`src/rtl/referee_rr_4_pkg.sv`:
```
// Shared definitions for the four-channel round-robin referee and its picker.
package referee_rr_4_pkg;
  localparam int NUM_VC         = 4;
  localparam int DEFAULT_DATA_W = 12;
  localparam int CNT_W          = 4;

  typedef enum logic [1:0] {
    ST_IDLE  = 2'd0,
    ST_SERVE = 2'd1
  } state_e;
endpackage

```
`src/rtl/referee_rr_4_pick.sv`:
```
// Combinational round-robin picker: first requester after 'last', wrapping mod 4.
module rr_pick_4 (
  input  logic [3:0] req,
  input  logic [1:0] last,
  output logic [1:0] gnt_id,
  output logic       any
);
  logic [1:0] idx;

  always_comb begin
    gnt_id = 2'd0;
    idx    = 2'd0;
    any    = |req;
    // Scan farthest-first so the nearest requester after 'last' wins.
    for (int k = 3; k >= 0; k--) begin
      idx = last + 2'(k + 1);
      if (req[idx]) gnt_id = idx;
    end
  end
endmodule

```
`src/rtl/referee_rr_4.sv`:
```
// Drains four VC source FIFOs into one destination FIFO with bounded
// round-robin bursts; one bubble cycle in IDLE per grant, 1-cycle data latency.
module referee_rr_4
  import referee_rr_4_pkg::*;
#(
  parameter int DATA_W = DEFAULT_DATA_W,
  parameter int BURST  = 4
) (
  input  logic              clk,
  input  logic              reset,
  input  logic              empty_0,
  input  logic              empty_1,
  input  logic              empty_2,
  input  logic              empty_3,
  input  logic [DATA_W-1:0] data_in_0,
  input  logic [DATA_W-1:0] data_in_1,
  input  logic [DATA_W-1:0] data_in_2,
  input  logic [DATA_W-1:0] data_in_3,
  input  logic              almost_full,
  output logic              pop_0,
  output logic              pop_1,
  output logic              pop_2,
  output logic              pop_3,
  output logic              push,
  output logic [DATA_W-1:0] data_out,
  output logic [1:0]        grant_id,
  output logic              busy
);
  if (BURST < 1 || BURST > 15) begin : g_bad_burst
    $error("referee_rr_4: BURST must be in 1..15");
  end

  localparam logic [CNT_W-1:0] BURST_LAST = CNT_W'(BURST - 1);

  state_e            state_q, state_d;
  logic [1:0]        grant_q, grant_d;
  logic [1:0]        last_q, last_d;
  logic [CNT_W-1:0]  count_q, count_d;
  logic              push_q, push_d;
  logic [1:0]        pgid_q, pgid_d;

  logic [3:0]        empty_v;
  logic [3:0]        pop_v;
  logic [1:0]        pick_id;
  logic              pick_any;
  logic [DATA_W-1:0] din [NUM_VC];

  assign empty_v = {empty_3, empty_2, empty_1, empty_0};
  assign din[0]  = data_in_0;
  assign din[1]  = data_in_1;
  assign din[2]  = data_in_2;
  assign din[3]  = data_in_3;

  rr_pick_4 u_pick (
    .req    (~empty_v),
    .last   (last_q),
    .gnt_id (pick_id),
    .any    (pick_any)
  );

  always_comb begin
    state_d = state_q;
    grant_d = grant_q;
    last_d  = last_q;
    count_d = count_q;
    pop_v   = 4'b0000;
    case (state_q)
      ST_IDLE: begin
        if (!almost_full && pick_any) begin
          grant_d = pick_id;
          count_d = '0;
          state_d = ST_SERVE;
        end
      end
      ST_SERVE: begin
        // A drained source ends the grant even while the destination stalls.
        if (empty_v[grant_q]) begin
          state_d = ST_IDLE;
          last_d  = grant_q;
        end else if (!almost_full) begin
          pop_v[grant_q] = 1'b1;
          if (count_q == BURST_LAST) begin
            state_d = ST_IDLE;
            last_d  = grant_q;
          end else begin
            count_d = count_q + 4'd1;
          end
        end
      end
      default: state_d = ST_IDLE;
    endcase
    push_d = |pop_v;
    pgid_d = grant_q;
  end

  always_ff @(posedge clk or negedge reset) begin
    if (!reset) begin
      state_q <= ST_IDLE;
      grant_q <= 2'd0;
      last_q  <= 2'd3;
      count_q <= '0;
      push_q  <= 1'b0;
      pgid_q  <= 2'd0;
    end else begin
      state_q <= state_d;
      grant_q <= grant_d;
      last_q  <= last_d;
      count_q <= count_d;
      push_q  <= push_d;
      pgid_q  <= pgid_d;
    end
  end

  assign {pop_3, pop_2, pop_1, pop_0} = pop_v;
  assign push     = push_q;
  assign data_out = push_q ? din[pgid_q] : '0;
  assign grant_id = grant_q;
  assign busy     = (state_q == ST_SERVE);
endmodule

```
`config.mk`:
```
export PLATFORM = sky130hd
export DESIGN_NAME = referee_rr_4
export DESIGN_NICKNAME = d
export VERILOG_FILES = /design/src/rtl/referee_rr_4_pkg.sv /design/src/rtl/referee_rr_4_pick.sv /design/src/rtl/referee_rr_4.sv
export SDC_FILE = /design/constraint.sdc
export NUM_CORES = 1
export LEC_CHECK = 0
export BUFFER_PORTS_ARGS = -buffer_cell sky130_fd_sc_hd__buf_2
export CORE_MARGIN = 8
export CORE_UTILIZATION = 25
export CTS_CLUSTER_SIZE = 10
export DETAILED_ROUTE_END_ITERATION = 16
export SKIP_CTS_REPAIR_TIMING = 1
export SLEW_MARGIN = 15
export SYNTH_ARGS = -nofsm -noshare
export SYNTH_HDL_FRONTEND = slang
export SYNTH_SLANG_ARGS = --single-unit
export TNS_END_PERCENT = 30
```
`constraint.sdc`:
```
create_clock -name clk -period 2.95 [get_ports clk]
set_input_delay 0.1475 -clock clk [delete_from_list [all_inputs] [get_ports clk]]
set_output_delay 0.1475 -clock clk [all_outputs]
set_load 0.05 [all_outputs]
```
==> results.md <==
* Status: finished clean
* Final Hold Vio Count at 0
* Post-synthesis async set-or-reset flop share at 1.00
* Mapped Nets at roughly 150
* Slew headroom at 0.544
* P_leak at about 0.74 nW
* GRT Total Usage at 0.101
* Initial Util at 0.260
* Share of layout cells above drive strength 1 at 0.616
* Final WL at 3370 um
* Via density at ~4.9
* Register share of total power at 0.309
* Seq cells post-synth at 12
* Vias in the first global route at about 1100
* Final setup TNS at 0 ns
* CTS tree: yes
* Comb pwr share at 0.552
* Synth Area in Adders at 0.0120
* Pin count of the biggest net entering global routing at 14
* Input/output buffers at 74
* Fin crit period at ~2.1 ns
* Synthesized area per cell at 11.6 um2
* Synth Area in Compound Gates at 0.0975
* Worst stage delay on the critical path at roughly 0.8 ns
* Final net count at between 200 and 250
* Post-Synth Simple-Gate Area at 0.211
* Switch share at 0.463
* Worst-Margin Slew at 0.683 ns
* Worst hold-check path type: in -> reg
* Number of flops mapped to enable cells by yosys at 0
* Clk pwr share at 0.139
* DPL Wire Length at ~2800 um
* Iter 0 DRT Violations at 8
* First-pass GRT wire length at between 5000 and 6000 um
* Avg WL per Cell at ~16 um
* Largest family of logic cells by synthesized area: multiplexers
* Tcrit/Tclk final at 0.722
* Antenna Nets Post-Route at 0
* Max stage delay cell, worst path: dfrtp_1
* Reported net switching power at 591 uW
* Row Count at 23
* Final core utilization at 0.377
* Die W at a little over 80 um
* Clock slew seen by the registers of the worst setup and hold paths at 0.05 ns
* Max Clock Freq at around 470 MHz
* Die Y at 80.5 um
* PD cells at about 850 nW/um2
* Mapped cell area at 1040 um2
* Placed instance area at 1440 um2
* Max-Cap Viols at 0
* Antenna violations before repair at 0
* Design Area, Final at 1510 um2
* Hold WS at about 0.27 ns
* CP bufs+invs at 1
* Startpoint types: flip-flop
* Commonest non-fill, non-tap cell in the layout: buf_2
* I/O Pins at 75
* Fillers at around 390
* GP Congestion at 0.867
* Clock Root Buffer: clkbuf_8
* Worst skew pair latency at around 0.24 ns
* Req. time, crit path at 2.80 ns
* Peak supply drop at roughly 0.46 mV
* Final slew viol count at 0
* Cell count after synthesis at 90
* Drt pass-1 iters at 4
* H-tree levels at 1
* Crit. End Element: output port
* Netlist cell types at 31
* Number of inserted diodes at 0
* RSZ-0062 raised after global routing: no
* Seq/Total Area, Yosys at 0.291
* Synth warnings at 0
* Clk buf depth at 2
* Cell Int Power at between 600 and 700 uW
* CTS Buf Count at 3
* CP Cell Sequence: mux4_2, and2_1, buf_2
* Clock Sinks at 12
* Max FO, Critical Path at 12
* Critical path arrival at 1.98 ns
* Via count at 1041
* Setup Skew at a little over 0.003 ns
* Placed cells at between 200 and 250
* Core area at 4000 um2
* Synth-to-Final Area Change at 44.9%
* Die area at around 6500 um2
* Final WS setup at between 0.8 and 0.9 ns
* Fin cells at between 200 and 250
* Grt ovf at 0
* Cell family with most CP delay: flip-flops
* CP Class: reg -> out
* Top_reg_cell synth: dfrtp_1
* Final setup vio count at 0
* Power Total at around 1.3 mW
* Mux cell area share after synthesis at 0.355
* # DRC at 0
* Minimum setup slack after placement at between 1 and 1.5 ns
* Synth Area in XOR/XNOR at 0
* Commonest non-fill, non-tap cells in the layout: buf_2, mux4_2, and2_1, nand2_1, dfrtp_1
[path summary, 6_finish.rpt]
path                                  start          end  slack [ns]  depth (start not counted)
max in group asynchronous             reset    last_q[0]        2.37                          2
worst max-delay path              pgid_q[0]  data_out[9]        0.82                          3
worst min register to register   count_q[0]   count_q[0]        0.52                          1
worst min-delay path                empty_0  grant_id[0]        0.27                          3
min in group asynchronous             reset   state_q[0]        0.31                          2
worst max register to register  grant_id[0]    last_q[1]        1.08                          3
[worst register-to-register path, delay by kind of cell (launching register included)]
kind / cells / cell delay [ns]
DFF: 1 / 0.54
muxes: 2 / 0.98
AOI/OAI and AO/OA: 1 / 0.29
[routing by layer]
layer	vias to the layer above	share of wire	track usage
li1	494	-	-
met1	471	0.44	0.130
met2	74	0.39	0.152
met3	2	0.17	0.0458
met4	0	0.0039	0.0218
met5	-	0	0
[sequential cells by signal (all words and copies together) (netlist names)]
name      cells
pgid_q        2
push          1
count_q       4
state_q       1
grant_id      2
last_q        2
[cell usage after synthesis (2+ instances only)]
cell      instances  area share
and2_1           13       0.078
clkbuf_1          2      0.0072
dfrtp_1          10        0.24
dfstp_2           2       0.051
mux2_2            5       0.054
mux2i_1           2       0.019
mux4_2           13        0.28
nand2_1          10       0.036
nor2_1            4       0.014
nor2b_1           2       0.012
nor3_1            2      0.0096
nor3b_1           2       0.014
o21ai_0           4       0.019
o22ai_1           2       0.012
[power groups by stage]
stage | clock network [mW] | registers [mW] | logic, mW
final | 0.177 | 0.395 | 0.704
after global routing | 0.192 | 0.421 | 0.755
after CTS | 0.186 | 0.401 | 0.712
after detailed placement | 0 | 0.404 | 0.710
after global placement | 0 | 0.398 | 0.702
after floorplan | 0 | 0.387 | 0.572
[final cells by class]
type                    instances  area, um2  share of cell area
clock buffers                   4       55.1              0.0365
inverters                       1       3.75             0.00249
multi-input cells              72        702               0.466
repair buffers                 75        380               0.252
well taps                      50       62.6              0.0415
flip-flops and latches         12        303               0.201
[logic make-up (layout without fill, tap and decap cells)]
kind of cell / count (synthesis) / count (layout)
compound gates: 12 / 12
buf+inv: 6 / 80
mux: 20 / 20
simple gates: 39 / 39
flops: 12 / 12
fa+ha+maj: 1 / 1
(Power assumes the default switching activity.)
